File: src/rtl/maxpool_row_sched.sv
// Streaming binary (OR) max-pool: folds POOL_SIZE input rows into one pooled row,
// emits it over a valid/ready port, discards trailing rows and pulses done per frame.
//
// state | meaning
// IDLE  | waiting for start; no handshakes
// ACCUM | accepting rows of the current group, OR-ing into acc
// EMIT  | pooled row presented, waiting for out_ready
// DRAIN | accepting and discarding rows that do not fill a whole group
// FIN   | one-cycle done pulse, then back to IDLE
module maxpool_row_sched #(
  parameter int ISIZE_L   = 26,
  parameter int ISIZE_H   = 26,
  parameter int POOL_SIZE = 2
) (
  input  logic                              clk,
  input  logic                              rst,
  input  logic                              start,
  input  logic                              in_valid,
  input  logic [ISIZE_L-1:0]                in_row,
  output logic                              in_ready,
  output logic                              out_valid,
  output logic [ISIZE_L/POOL_SIZE-1:0]      out_row,
  input  logic                              out_ready,
  output logic                              busy,
  output logic                              done
);

  localparam int OL  = ISIZE_L / POOL_SIZE;
  localparam int OH  = ISIZE_H / POOL_SIZE;
  localparam int REM = ISIZE_H % POOL_SIZE;
  localparam int RW  = $clog2(ISIZE_H + 1);
  localparam int GW  = $clog2(OH + 1);
  localparam int PW  = $clog2(POOL_SIZE);

  typedef enum logic [2:0] {IDLE, ACCUM, EMIT, DRAIN, FIN} state_t;

  state_t          state;
  logic [OL-1:0]   acc;
  logic [OL-1:0]   h;
  logic [RW-1:0]   row_cnt;
  logic [GW-1:0]   grp_cnt;
  logic [PW-1:0]   pos;

  // Horizontal reduction; columns beyond OL*POOL_SIZE never reach h.
  always_comb begin
    h = '0;
    for (int c = 0; c < OL; c++) begin
      for (int l = 0; l < POOL_SIZE; l++) begin
        h[c] = h[c] | in_row[c*POOL_SIZE + l];
      end
    end
  end

  always_ff @(posedge clk or negedge rst) begin
    if (!rst) begin
      state     <= IDLE;
      acc       <= '0;
      row_cnt   <= '0;
      grp_cnt   <= '0;
      pos       <= '0;
      in_ready  <= 1'b0;
      out_valid <= 1'b0;
      out_row   <= '0;
      busy      <= 1'b0;
      done      <= 1'b0;
    end else begin
      done <= 1'b0;
      case (state)
        IDLE: begin
          if (start) begin
            state    <= ACCUM;
            in_ready <= 1'b1;
            busy     <= 1'b1;
            row_cnt  <= '0;
            grp_cnt  <= '0;
            pos      <= '0;
            acc      <= '0;
          end
        end
        ACCUM: begin
          if (in_valid) begin
            acc     <= acc | h;
            row_cnt <= row_cnt + RW'(1);
            if (pos == PW'(POOL_SIZE - 1)) begin
              pos       <= '0;
              out_row   <= acc | h;
              out_valid <= 1'b1;
              in_ready  <= 1'b0;
              state     <= EMIT;
            end else begin
              pos <= pos + PW'(1);
            end
          end
        end
        EMIT: begin
          if (out_ready) begin
            out_valid <= 1'b0;
            acc       <= '0;
            grp_cnt   <= grp_cnt + GW'(1);
            if ((int'(grp_cnt) + 1) < OH) begin
              state    <= ACCUM;
              in_ready <= 1'b1;
            end else if (REM != 0) begin
              state    <= DRAIN;
              in_ready <= 1'b1;
            end else begin
              state <= FIN;
              done  <= 1'b1;
            end
          end
        end
        DRAIN: begin
          if (in_valid) begin
            row_cnt <= row_cnt + RW'(1);
            if (row_cnt == RW'(ISIZE_H - 1)) begin
              state    <= FIN;
              in_ready <= 1'b0;
              done     <= 1'b1;
            end
          end
        end
        FIN: begin
          state <= IDLE;
          busy  <= 1'b0;
        end
        default: begin
          state     <= IDLE;
          in_ready  <= 1'b0;
          out_valid <= 1'b0;
          busy      <= 1'b0;
        end
      endcase
    end
  end

endmodule

File: config.mk
export PLATFORM = sky130hd
export DESIGN_NAME = maxpool_row_sched
export DESIGN_NICKNAME = d
export VERILOG_FILES = /design/src/rtl/maxpool_row_sched.sv
export SDC_FILE = /design/constraint.sdc
export NUM_CORES = 1
export LEC_CHECK = 0
export CAP_MARGIN = 10
export CORE_MARGIN = 8
export CORE_UTILIZATION = 53
export DETAILED_ROUTE_END_ITERATION = 8
export GPL_ROUTABILITY_DRIVEN = 0
export PLACE_DENSITY = 0.89
export SETUP_SLACK_MARGIN = 0.4
export SLEW_MARGIN = 10
export SYNTH_ARGS = -nofsm -noshare
export SYNTH_HDL_FRONTEND = slang
export SYNTH_SLANG_ARGS = --single-unit
File: constraint.sdc
create_clock -name clk -period 3.4 [get_ports clk]
set_input_delay 0.51 -clock clk [delete_from_list [all_inputs] [get_ports clk]]
set_output_delay 0.51 -clock clk [all_outputs]
set_load 0.1 [all_outputs]
# [After elaboration in Yosys (flattened, before gate mapping)]
# Cells that the tools add are included.
[word_totals] reg_bits=43 inputBits=31 output_inout_bits=17 elab_cells=102
[op_classes] n_addsub=4 magnitude_cmp=1 eq_ne=13 muxes=40 n_bitwise=17 reduce_logical=17
[op_table] operator="2-to-1 mux 13 bit" n=3
[op_table] operator="case mux 13 bit (3 select lines)" n=1
[op_table] operator="2-to-1 mux 3 bit" n=7
[op_table] operator="2-to-1 mux 1 bit" n=17
[op_table] operator="!= test 2 bit (second input constant)" n=7
[op_table] operator="bitwise OR 1 bit" n=13
[op_table] operator="bitwise OR 13 bit" n=1
[op_table] operator="case mux 3 bit (4 select lines)" n=1
[op_table] operator="AND reduction 3 bit" n=4
[op_table] operator="2-to-1 mux 5 bit" n=2
[op_table] operator="case mux 5 bit (2 select lines)" n=1
[op_table] operator="2-to-1 mux 4 bit" n=2
[op_table] operator="case mux 4 bit (2 select lines)" n=1
[op_table] operator="AND reduction 4 bit" n=2
[op_table] operator="AND reduction 8 bit" n=1
[op_table] operator="== test 3 x 2 -> 1 bit (second input constant)" n=2
[op_table] operator="case mux 1 bit (2 select lines)" n=3
[op_table] operator="AND reduction 6 bit" n=1
[op_table] operator="nonzero test 2 bit" n=3
[op_table] operator="OR reduction 3 bit" n=2
[op_table] operator="adder 4 x 1 -> 5 bit (second input constant)" n=1
[op_table] operator="adder 5 x 1 -> 5 bit (second input constant)" n=1
[op_table] operator="== test 5 bit (second input constant)" n=1
[op_table] operator="< comparator 5 x 4 -> 1 bit (second input constant)" n=1
[op_table] operator="12 further kinds" n=14

# [Longest topological paths before layout]
[depth] word_depth=5 depth_mapped=7 depth_no_buf=7

# [Worst setup path after synthesis]
# Ideal clock, no wire load.
[synth_timing] path_kind="reg-to-reg" start="register grp_cnt[0]" end="register in_ready" setup_ns=0.070 t_arrival_ns=1.516 required_time_ns=3.330 slack_ns=1.814 stages_incl_launch_ff=7 n_path_buf=0 synth_period_minus_slack_ns=1.586 cell_sequence="dfrtp_1 > ha_1 > o21ai_0 > o221ai_1 > a21o_1 > a21oi_2 > o221a_1"
[synth_via] elab_chain_cells=4
[synth_rtl] element="start: declaration" line_no="41" source="logic [GW-1:0] grp_cnt;"
[synth_rtl] element="start signal: assignment" line_no="99" source="grp_cnt <= grp_cnt + GW'(1);"
[synth_rtl] element="adder 4 x 1 -> 5 bit" line_no="100" source="if ((int'(grp_cnt) + 1) < OH) begin"
[synth_rtl] element="< comparator 5 x 4 -> 1 bit" line_no="100"
[synth_rtl] element="!= test 2 bit (no line)"
[synth_rtl] element="AND reduction 8 bit (no line)"
[synth_rtl] element="end signal: assignment" line_no="102" source="in_ready <= 1'b1;"
[synth_rtl] element="end signal: assignment" line_no="105" source="in_ready <= 1'b1;"
[synth_rtl] element="end signal: assignment" line_no="117" source="in_ready <= 1'b0;"
[synth_rtl] element="end: declaration" line_no="20" source="output logic in_ready,"
# Every way passes these cells.
# A chain may end at the register's enable or synchronous reset.

# [Worst setup path after layout]
[layout_timing] start="register out_valid" end="output port out_valid"
[layout_rtl] element="start: declaration" line_no="21" source="output logic out_valid,"
[layout_rtl] element="start signal: assignment" line_no="62" source="out_valid <= 1'b0;"
[layout_rtl] element="start signal: assignment" line_no="87" source="out_valid <= 1'b1;"
[layout_rtl] element="start signal: assignment" line_no="97" source="out_valid <= 1'b0;"
# No word-level cell between the ends.

==> metrics <==
GR met1 Demand/Resource 17.80%; Syn-to-layout area delta 27.05%; area of the multi-input gates 905.9 um2; synthesized flop and latch total 43; sequential-to-total area share from yosys stat 52.28%; Tcrit/Tclk final 69.23%; H-tree depth 2; Min Hold Slack 0.3497 ns; proportion of layout cells with a drive suffix above 1 10.42%; CTS buffer count 5; crit path time final 2.354 ns; # rows 22; area of the core 0.003689 mm2; Post-route DRC 0; Synth top cells by count nor2_1 (49), dfrtp_1 (43), nor3_1 (14), o21a_1 (13), o21ai_0 (11); ys async rst share 100.0%; Slew headroom 33.68%; routed vias/inst 5.339; Cell Chain, Critical Path clkdlybuf4s50_1; Pins Over Slew Limit 0; Longest Clk Path Bufs 2; Register Area 0.001076 mm2; Core Util, Final 70.90%; met2 usage 22.95%; vias in the first global route 1573; GR Layer Usage met3 5.467%; WP data required 2.89 ns; crit start category flop; final setup vio count 0; Resized cells post-CTS 0; WP data arrival 1.84 ns; dpl cell area 0.002530 mm2; Buffers on Ports 47; fin worst setup slack 1.046 ns; synthesized instance count 211; Yosys cell types 34; die height 78.32 um; final setup skew 0.006642 ns; maxcap violations 0; routed wire length 4.330 mm; WP buf/inv 1; Initial Util 55.80%; first-pass GRT wire length 7.279 mm; Yosys top cell area share 52.28%; top_reg_cell synth dfrtp_1; IO Pins 48; Synth area leader dfrtp_1; final hold vios 0; Final nets 292; routed len/inst 14.10 um; Leakage 1.077 nW; worst setup path class flop to output port; Most Crowded Layer GR met2; Routed Antenna Nets 0; Slew @ Worst Pin 0.9917 ns; Placement Setup Slack 1.233 ns; GRT overflow 0; antenna violations before repair 0; CTS tree yes; DP HPWL 3.194 mm; count leader, synth nor2_1; Critical Path Fanout Max 4; Peak Freq 424.8 MHz; FF-to-FF setup slack 1.54 ns; clk slew on worst S/H paths 0.07 ns; family with the most delay on the worst path buffers and inverters; Skew-Pair Late Insertion Delay 0.30 ns; Hold Path Class input pin to asynchronous set/reset pin; Setup TNS Final 0 ns; Filler Cell Count 288; die area 0.006133 mm2; status finished, final reports clean; Initial DRC Count 129; router iterations before antenna repair 5; CP max-delay cell clkdlybuf4s50_1; Synth Warn # 0; Post-CTS Setup Bufs 0; CP max stage delay 1.15 ns; Max VDD drop 576.0 uV; PD cells 940.4 mW/mm2; post-synth net total 245; Syn Area/Cell 9.755 um2; chip width 78.32 um; final std cells w/o fill 307; pin count of the biggest net entering global routing 44; Power, Total 2.459 mW; Overall Global Routing Usage 14.77%; hold buffer count at cts 0; vias 1639; RSZ-0062 raised after global routing no; n_diodes 0; Finished Cell Area 0.002615 mm2; Mapped Area 0.002058 mm2; EDFF count, synth 0; clk sinks 43; placed insts 299; Root Driver clkbuf_8; top post-synthesis cells by area dfrtp_1 (52%), nor2_1 (8.9%), o21a_1 (4.7%); CP endpoint kind output port
-- cell usage in the layout (no fill, tap or decap), types with 2 or more instances in the layout --
master,synthesis,layout
a21o_1,2,2
dfrtp_1,43,43
nor2_2,2,2
inv_1,6,6
ha_1,3,3
nand4_1,3,3
xor2_1,3,3
nor3_1,14,14
o21ai_0,11,11
a21oi_2,7,7
a22o_1,4,4
nand2b_1,3,3
o31ai_1,2,2
a21oi_1,9,9
nand3_1,2,2
clkdlybuf4s50_1,0,46
nor2_1,49,49
nand2_1,10,10
clkbuf_8,0,5
nand2_2,2,2
o21ai_2,2,2
nor3_2,2,2
o21a_1,13,13
a31oi_1,3,3
-- layer usage --
| layer | up-vias | wire length [um] |
|---|---|---|
| met5 | - | 0 |
| met4 | 0 | 78 |
| met3 | 7 | 243 |
| met2 | 37 | 2088 |
| met1 | 765 | 1919 |
| li1 | 830 | - |
-- state kept, by name (all words and copies together) (netlist names) --
signal and cells:
done 1, pos 1, busy 1, state 3, acc 13, in_ready 1
out_valid 1, grp_cnt 4, row_cnt 5, out_row 13
-- report_power, final --
| part | total [mW] | internal, mW | switching [mW] |
|---|---|---|---|
| combinational | 1.30 | 0.384 | 0.913 |
| sequential | 0.852 | 0.703 | 0.149 |
| clock | 0.310 | 0.143 | 0.167 |
-- final timing paths --
| kind | startpoint | endpoint | depth (start not counted) |
|---|---|---|---|
| worst min-delay path | rst | done$_DFF_PN0_ | 1 |
| worst max-delay path | out_valid$_DFFE_PN0P_ | out_valid | 1 |
| max in group asynchronous | rst | state[0]$_DFFE_PN0P_ | 1 |
| worst max register to register | state[2]$_DFFE_PN0P_ | out_row[0]$_DFFE_PN0P_ | 5 |
| min in group clk | acc[7]$_DFFE_PN0P_ | acc[7]$_DFFE_PN0P_ | 1 |
| worst min register to register | acc[7]$_DFFE_PN0P_ | acc[7]$_DFFE_PN0P_ | 1 |
-- cells by family (layout without fill, tap and decap cells) --
kind of cell             Yosys count  count (layout)  synth area share (%)
AND/OR/NAND/NOR                   92              92                 21.22
buffers and inverters             13              61                 3.708
flip-flops                        43              43                 52.28
adder cells (fa/ha/maj)            3               3                 1.824
XOR/XNOR                           3               3                 1.277
AO/OA/AOI/OAI                     57              57                 19.70
-- cell type report --
cell class / count / area share, %
Tap cell: 48 / 2.297
Clock buffer: 6 / 2.775
Clock inverter: 2 / 0.4785
Multi-Input combinational cell: 155 / 34.64
Timing Repair Buffer: 47 / 17.80
Sequential cell: 43 / 41.15
Inverter: 6 / 0.8612
(Power assumes the default switching activity.)
